[src/rtl/if_fetch_if.sv]
// Instruction-memory port of the fetch stage: single-outstanding req/ack.
// The fetch stage is the master; the instruction memory is the slave.
interface if_fetch_if;
  logic        imem_req;
  logic [31:0] imem_addr;
  logic        imem_ack;
  logic [31:0] imem_rdata;

  modport master (
    output imem_req,
    output imem_addr,
    input  imem_ack,
    input  imem_rdata
  );

  modport slave (
    input  imem_req,
    input  imem_addr,
    output imem_ack,
    output imem_rdata
  );
endinterface

[src/rtl/if_fetch.sv]
// Instruction-fetch stage. Owns the PC, issues one fetch at a time on the
// imem port, and queues fetched {pc,inst} pairs for ID. A flush redirects
// the PC, empties the queue and discards any fetch still in flight (an
// un-acked request is completed in DROP and its data thrown away).
module if_fetch #(
  parameter logic [31:0] RESET_PC = 32'h0000_0000,
  parameter int          QDEPTH   = 2
) (
  input  logic              clk,
  input  logic              rst,
  input  logic              bbl,
  input  logic              flush,
  input  logic [31:0]       flush_pc,
  if_fetch_if.master        imem,
  output logic              id_valid,
  output logic [31:0]       id_inst,
  output logic [31:0]       id_pc,
  output logic              stop
);

  localparam int PW = (QDEPTH > 1) ? $clog2(QDEPTH) : 1;
  localparam int CW = $clog2(QDEPTH + 1);
  localparam logic [CW-1:0] QFULL = CW'(QDEPTH);

  typedef enum logic [1:0] {
    S_IDLE = 2'd0,
    S_WAIT = 2'd1,
    S_DROP = 2'd2
  } state_t;

  state_t        state_reg, state_next;
  logic [31:0]   pc_reg, pc_next;
  logic [31:0]   drop_addr_reg, drop_addr_next;
  logic [CW-1:0] count_reg;
  logic [CW-1:0] count_pp;
  logic [PW-1:0] wr_ptr_reg, rd_ptr_reg;
  logic [31:0]   q_pc   [QDEPTH];
  logic [31:0]   q_inst [QDEPTH];

  logic [31:0]   flush_target;
  logic          push;
  logic          pop;

  // Redirect target is always word aligned; the low bits are simply masked.
  assign flush_target = flush_pc & ~32'h0000_0003;

  // Queue traffic this cycle. flush overrides both push and pop.
  assign push     = (state_reg == S_WAIT) && imem.imem_ack && !flush;
  assign pop      = id_valid && !bbl && !flush;
  assign count_pp = count_reg + CW'(push) - CW'(pop);

  // Next-state, next-PC and drop-address logic of the fetch FSM.
  always_comb begin
    state_next     = state_reg;
    pc_next        = pc_reg;
    drop_addr_next = drop_addr_reg;
    case (state_reg)
      S_IDLE: begin
        if (flush) begin
          pc_next = flush_target;
        end else if (count_reg < QFULL) begin
          state_next = S_WAIT;
        end
      end
      S_WAIT: begin
        if (flush) begin
          pc_next = flush_target;
          if (imem.imem_ack) begin
            state_next = S_IDLE;
          end else begin
            // Request cannot be withdrawn: keep presenting the old
            // address until the memory answers, then discard the word.
            state_next     = S_DROP;
            drop_addr_next = pc_reg;
          end
        end else if (imem.imem_ack) begin
          pc_next = pc_reg + 32'd4;
          if (count_pp >= QFULL) begin
            state_next = S_IDLE;
          end
        end
      end
      S_DROP: begin
        if (flush) begin
          pc_next = flush_target;
        end
        if (imem.imem_ack) begin
          state_next = S_IDLE;
        end
      end
      default: state_next = S_IDLE;
    endcase
  end

  // FSM state, PC and in-flight address registers.
  always_ff @(posedge clk) begin
    if (!rst) begin
      state_reg     <= S_IDLE;
      pc_reg        <= RESET_PC;
      drop_addr_reg <= 32'h0000_0000;
    end else begin
      state_reg     <= state_next;
      pc_reg        <= pc_next;
      drop_addr_reg <= drop_addr_next;
    end
  end

  assign imem.imem_req  = (state_reg != S_IDLE);
  assign imem.imem_addr = (state_reg == S_DROP) ? drop_addr_reg : pc_reg;

  // Queue pointers and occupancy; flush empties the queue.
  always_ff @(posedge clk) begin
    if (!rst) begin
      count_reg  <= '0;
      wr_ptr_reg <= '0;
      rd_ptr_reg <= '0;
    end else if (flush) begin
      count_reg  <= '0;
      wr_ptr_reg <= '0;
      rd_ptr_reg <= '0;
    end else begin
      count_reg <= count_pp;
      if (push) begin
        wr_ptr_reg <= wr_ptr_reg + PW'(1);
      end
      if (pop) begin
        rd_ptr_reg <= rd_ptr_reg + PW'(1);
      end
    end
  end

  // Queue storage: each entry captures {pc,inst} when it is the write target.
  generate
    for (genvar gi = 0; gi < QDEPTH; gi++) begin : g_entry
      // Entry write on push; contents are only visible through id_valid.
      always_ff @(posedge clk) begin
        if (push && (wr_ptr_reg == PW'(gi))) begin
          q_pc[gi]   <= pc_reg;
          q_inst[gi] <= imem.imem_rdata;
        end
      end
    end
  endgenerate

  assign id_valid = (count_reg != '0);
  assign id_inst  = id_valid ? q_inst[rd_ptr_reg] : 32'h0000_0000;
  assign id_pc    = id_valid ? q_pc[rd_ptr_reg]   : 32'h0000_0000;
  assign stop     = ~id_valid;

endmodule

[src/flat_wrapper.sv]
// flat-port wrapper written by rule: the top's interface ports become plain ports
module if_fetch_flat 
#(
  parameter logic [31:0] RESET_PC = 32'h0000_0000,
  parameter int          QDEPTH   = 2
)
  (clk, rst, bbl, flush, flush_pc, id_valid, id_inst, id_pc, stop, imem_imem_req, imem_imem_addr, imem_imem_ack, imem_imem_rdata);
  if_fetch_if imem_i ();
  input  logic clk;
  input  logic rst;
  input  logic bbl;
  input  logic flush;
  input  logic [31:0] flush_pc;
  output logic id_valid;
  output logic [31:0] id_inst;
  output logic [31:0] id_pc;
  output logic stop;
  output wire logic [$bits(imem_i.imem_req)-1:0] imem_imem_req;
  output wire logic [$bits(imem_i.imem_addr)-1:0] imem_imem_addr;
  input wire logic [$bits(imem_i.imem_ack)-1:0] imem_imem_ack;
  input wire logic [$bits(imem_i.imem_rdata)-1:0] imem_imem_rdata;
  assign imem_imem_req = imem_i.imem_req;
  assign imem_imem_addr = imem_i.imem_addr;
  assign imem_i.imem_ack = imem_imem_ack;
  assign imem_i.imem_rdata = imem_imem_rdata;
  if_fetch #(.RESET_PC(RESET_PC), .QDEPTH(QDEPTH)) u_core (.clk(clk), .rst(rst), .bbl(bbl), .flush(flush), .flush_pc(flush_pc), .imem(imem_i), .id_valid(id_valid), .id_inst(id_inst), .id_pc(id_pc), .stop(stop));
endmodule
[config.mk]
export PLATFORM = sky130hd
export DESIGN_NAME = if_fetch_flat
export DESIGN_NICKNAME = d
export VERILOG_FILES = /design/src/rtl/if_fetch_if.sv /design/src/rtl/if_fetch.sv /design/src/flat_wrapper.sv
export SDC_FILE = /design/constraint.sdc
export NUM_CORES = 1
export LEC_CHECK = 0
export ABC_AREA = 1
export ABC_CLOCK_PERIOD_IN_PS = 4850
export CAP_MARGIN = 20
export CELL_PAD_IN_SITES_DETAIL_PLACEMENT = 1
export CELL_PAD_IN_SITES_GLOBAL_PLACEMENT = 1
export CORE_UTILIZATION = 39
export DETAILED_ROUTE_END_ITERATION = 10
export HOLD_SLACK_MARGIN = 0.08
export PLACE_DENSITY_LB_ADDON = 0.1
export RECOVER_POWER = 25
export SLEW_MARGIN = 20
export SYNTH_ARGS = -nofsm -noshare
export SYNTH_HDL_FRONTEND = slang
export SYNTH_SLANG_ARGS = --single-unit
[constraint.sdc]
create_clock -name clk -period 4.85 [get_ports clk]
set_input_delay 0.97 -clock clk [delete_from_list [all_inputs] [get_ports clk]]
set_output_delay 0.97 -clock clk [all_outputs]
set_load 0.05 [all_outputs]
# After elaboration in Yosys (flattened, before gate mapping)
# Memories as Yosys holds them, arrays and structs flattened. A register that Yosys moved wholly into a read port is not among the register bits.
# Index checks and enable logic that the tools add are counted.
# word_totals
register_bits	70
ram_bits	128
elab_cells	75
mem_count	2
# classes
n_addsub	5
n_lt_le_gt_ge	2
n_eq_ne	8
n_mux	29
n_bitwise	4
reduce_logical	19
# mem_list
name	words	width	read_ports	rd_clocked_by_memory_dff	wr	line_no	rtl
u_core.q_inst	2	32	1	1	1	if_fetch.sv:38	logic [31:0] q_inst [QDEPTH];
u_core.q_pc	2	32	1	1	1	if_fetch.sv:37	logic [31:0] q_pc [QDEPTH];
# op_table
operator	n
32-bit 2-to-1 mux	8
32-bit case mux with 2 select lines	1
32-bit OR reduction	2
32-bit by 3-bit adder with 32-bit output, second input constant	1
2-bit 2-to-1 mux	7
1-bit 2-to-1 mux	12
1-bit logical AND	6
3-bit != test, second input constant	2
2-bit case mux with 3 select lines	1
3-bit AND reduction	2
2-bit nonzero test	3
5-bit AND reduction	1
2-bit by 1-bit != test with 1-bit output, second input constant	2
2-bit != test, second input constant	2
1-bit NOT	4
2-bit OR reduction	2
1-bit adder, second input constant	2
2-bit by 1-bit adder with 2-bit output	1
2-bit by 1-bit equality test with 1-bit output, second input constant	1
2-bit equality test, second input constant	1
2-bit greater-or-equal comparator, second input constant	1
1-bit logical NOT	2
2-bit logical NOT	1
2-bit < comparator, second input constant	1
2-bit by 1-bit subtractor with 2-bit output	1

# Depth between registers and ports, before layout
# logic_depth
depth_word	10
ltp_mapped	11
mapped_depth_nobuf	11

# Least setup slack after synthesis
# No wires, ideal clock.
# synth_path
path_kind	input to register
from	in flush
to	mem u_core.q_inst[1][0] (enable)
setup_time_ps	484
arrival_time_ps	3963
required_ps	4366
slack_ps	403
path_stages	5
n_path_buf	0
cell_sequence	inv_1 nand2_2 nor2_4 nand2_1 nor2_1
# synth_via
elab_chain_cells	7
word_cells_on_any_way	11
cone_classes	mux: 6; reduce/logical: 5
# synth_rtl
element	line_no	rtl
from (decl)	flat_wrapper.sv:12	input logic flush;
1-bit logical NOT *	if_fetch.sv:48	assign push = (state_reg == S_WAIT) && imem.imem_ack && !flush;
1-bit logical AND *	if_fetch.sv:48	
1-bit logical AND	if_fetch.sv:137	if (push && (wr_ptr_reg == PW'(gi))) begin
1-bit 2-to-1 mux	if_fetch.sv:137	
1-bit 2-to-1 mux (not written as such)	if_fetch.sv:139	q_inst[gi] <= imem.imem_rdata;
32-bit OR reduction (no source line)	-	
1-bit 2-to-1 mux (no source line)	-	
to (decl)	if_fetch.sv:38	
# Every way passes the cells marked *; elsewhere a longest branch is shown, timed or not.

# Final worst setup path
# layout_path
from	reg u_core.state_reg[1]
to	out imem_imem_addr[27]
# layout_via
elab_chain_cells	2
# layout_rtl
element	line_no	rtl
from (decl)	if_fetch.sv:31	state_t state_reg, state_next;
from (signal assigned)	if_fetch.sv:102	state_reg <= state_next;
2-bit equality test	if_fetch.sv:109	assign imem.imem_addr = (state_reg == S_DROP) ? drop_addr_reg : pc_reg;
32-bit 2-to-1 mux	if_fetch.sv:109	
to (decl)	flat_wrapper.sv:19	output wire logic [$bits(imem_i.imem_addr)-1:0] imem_imem_addr;
# Every way passes these cells.

==> flow_metrics.env <==
export IMPL_drt_wl_total_microns=23400
export IMPL_layout_commonest_cell="nand2_1"
export IMPL_maxCapViolCount=0
export IMPL_cp_max_fo=43
export IMPL_min_path_type="reg -> reg"
export IMPL_yosysSeqAreaShare_pct=59.7
export IMPL_grt_overflow_total=0
export IMPL_dieHeight_microns=149
export IMPL_pre_cts_ws_ps=1160
export IMPL_ir_drop_uv=241
export IMPL_viasPerCell=5.08
export IMPL_finalCritPeriodShare_pct=78.5
export IMPL_crit_path_start_kind="flip-flop"
export IMPL_drc=0
export IMPL_ys_top_cells_by_area="edfxtp_1 44%, dfxtp_1 16%, nand2_1 14%, a21oi_1 7.1%, o21ai_0 4.5%"
export IMPL_coreArea_sq_um=21200
export IMPL_finalHoldViolCount=0
export IMPL_setup_viol=0
export IMPL_setup_slack_ps=1040
export IMPL_first_global_vias=7054
export IMPL_area_delta_synth_final_pct=28.7
export IMPL_n_antenna_cell=0
export IMPL_crit_family="buffers and inverters"
export IMPL_rows=53
export IMPL_drt_iter0_drc=275
export IMPL_antenna_left=0
export IMPL_postCtsSetupRepairBufs=0
export IMPL_required_ps=3880
export IMPL_io_buffers=161
export IMPL_antenna_found_initial=0
export IMPL_yosys_warnings=0
export IMPL_dp_hpwl_microns=16100
export IMPL_worst_pin_slew_ps=809
export IMPL_grt_pass1_wl_microns=36600
export IMPL_cts_hold_buf=0
export IMPL_largest_register="u_core.q_inst"
export IMPL_final_cell_mix="317 x nand2_1, 139 x clkdlybuf4s50_1, 124 x edfxtp_1"
export IMPL_grt_max_degree=66
export IMPL_ys_ff_latch=191
export IMPL_final_util_pct=51.6
export IMPL_yosysTopAreaCell="edfxtp_1"
export IMPL_die_x_microns=149
export IMPL_cp_slowest_cell="clkdlybuf4s50_1"
export IMPL_fmax_mhz=263
export IMPL_place_area_sq_um=10300
export IMPL_reg_top3="u_core.q_inst x64, u_core.q_pc x60"
export IMPL_criticalPathCategory="reg -> out"
export IMPL_largest_register_ffs=64
export IMPL_cts_tree="built"
export IMPL_finClkSkew_ps=17.5
export IMPL_fin_nets=1192
export IMPL_synthCells=977
export IMPL_yosysTopAreaCellShare_pct=43.9
export IMPL_place_congestion=0.829
export IMPL_cts_resized=0
export IMPL_worstSetupEndpointType="primary output"
export IMPL_rsz0062_at_grt="no"
export IMPL_yosysUniqueCellTypes=31
export IMPL_root_buffer="clkbuf_16"
export IMPL_leakagePower_nw=3.85
export IMPL_grt_use_total_pct=21.4
export IMPL_clk_pin_slew_ps=80
export IMPL_top_level_ports=168
export IMPL_cts_max_level=4
export IMPL_nFillCells=2497
export IMPL_clkSinkCount=191
export IMPL_final_layout_size_suffix_gt1_share_pct=6.00
export IMPL_initial_core_util_pct=40.1
export IMPL_dieArea_sq_um=22300
export IMPL_status="finished, final reports clean"
export IMPL_insertion_delay_ps=440
export IMPL_cp_arrival_ps=2840
export IMPL_critPathBufInv=3
export IMPL_synthesis_area_sq_um=8480
export IMPL_drtPass1Iterations=5
export IMPL_fin_area_sq_um=10900
export IMPL_cts_buffers=17
export IMPL_slowest_delay_ps=830
export IMPL_vias=7150
export IMPL_cp_cell_sequence="inv_1, nor2_4, buf_4, nand2_1, o21ai_0, clkdlybuf4s50_1"
export IMPL_clockBufferDepth=2
export IMPL_min_period_ps=3810
export IMPL_tns_ps=0
export IMPL_relSlewSlack_pct=46.0
export IMPL_hold_ws_ps=523
export IMPL_avgSynthCellArea_sq_um=8.68
export IMPL_powerDensity_nw_per_um2=333
export IMPL_drv_slew=0
export IMPL_wl_per_cell_microns=16.6
==> layout make-up <==
type	count	area [sq um]	area share [%]
Multi-Input combinational cell	683	3010	27.6
Clock buffer	17	425	3.90
Tap cell	275	344	3.15
Inverter	53	199	1.82
Clock inverter	15	151	1.39
Timing Repair Buffer	174	1710	15.7
Sequential cell	191	5070	46.4
==> cell usage after synthesis <==
library cell,count
clkinv_1,1
a31oi_1,2
a21oi_1,120
buf_1,8
xnor2_1,1
dfxtp_1,67
o21ai_0,76
buf_6,1
buf_2,16
buf_4,5
nand4_1,6
nor2_2,6
nor2_4,2
ha_1,3
nand2_2,3
nand2_1,317
inv_2,3
or2_2,1
o21ai_1,3
inv_1,49
conb_1,1
nor3_2,1
edfxtp_1,124
nand3_1,33
o211a_1,1
nand2_4,1
nor3_1,5
nand3b_1,1
clkbuf_1,23
nor2_1,96
o211ai_1,1
==> power breakdown <==
part,switching (W),total (W),leakage (nW),internal (W)
clock network,0.000674,0.00136,0.273,0.000683
logic,0.000284,0.000436,1.90,0.000152
registers,0.0000621,0.00184,1.68,0.00178
==> metal layers <==
layer | wire [microns] | up-vias | track usage, % | part of all wire [%]
met5 | 0 | - | 0 | 0
met4 | 305 | 0 | 5.92 | 1.3
met3 | 1080 | 22 | 3.84 | 4.6
met2 | 11200 | 169 | 36.5 | 48
met1 | 10800 | 3427 | 27.9 | 46
li1 | - | 3532 | - | -
==> final timing paths <==
check                                               end  depth (start not counted)                                  start  slack [ps]
hold reg to reg   u_core.drop_addr_reg[22]$_SDFFE_PN0P_                          2  u_core.drop_addr_reg[22]$_SDFFE_PN0P_         520
setup / recovery                     imem_imem_addr[27]                          6       u_core.state_reg[1]$_SDFFE_PN0P_        1040
setup reg to reg         u_core.q_inst[1][15]$_DFFE_PP_                          5       u_core.state_reg[0]$_SDFFE_PN0P_        2280
hold / removal    u_core.drop_addr_reg[22]$_SDFFE_PN0P_                          2  u_core.drop_addr_reg[22]$_SDFFE_PN0P_         520
==> cells by family (layout without fill, tap and decap cells) <==
| group | Yosys count | count (layout) | synth area share, % |
|---|---|---|---|
| adders and majority gates | 3 | 3 | 0.443 |
| DFF | 191 | 191 | 59.7 |
| other | 1 | 4 | 0.0442 |
| and+or+nand+nor | 472 | 472 | 22.3 |
| buffers and inverters | 106 | 259 | 5.24 |
| AOI/OAI and AO/OA | 203 | 203 | 12.1 |
| xor gates and xnor gates | 1 | 1 | 0.103 |
==> worst register-to-register path, delay by kind of cell (launching register included) <==
kind                   cells  cell delay, ps
buffers and inverters      1             430
flip-flops                 1             480
AND/OR/NAND/NOR            4            1300
==> metrics by stage <==
step	instances	total power, W
after detailed placement	1376	0.00232
after floorplan	980	0.00213
after global routing	1408	0.00377
final	1408	0.00364
after CTS	1408	0.00368
after global placement	1376	0.00231
Power figures use the tool's default switching activity.
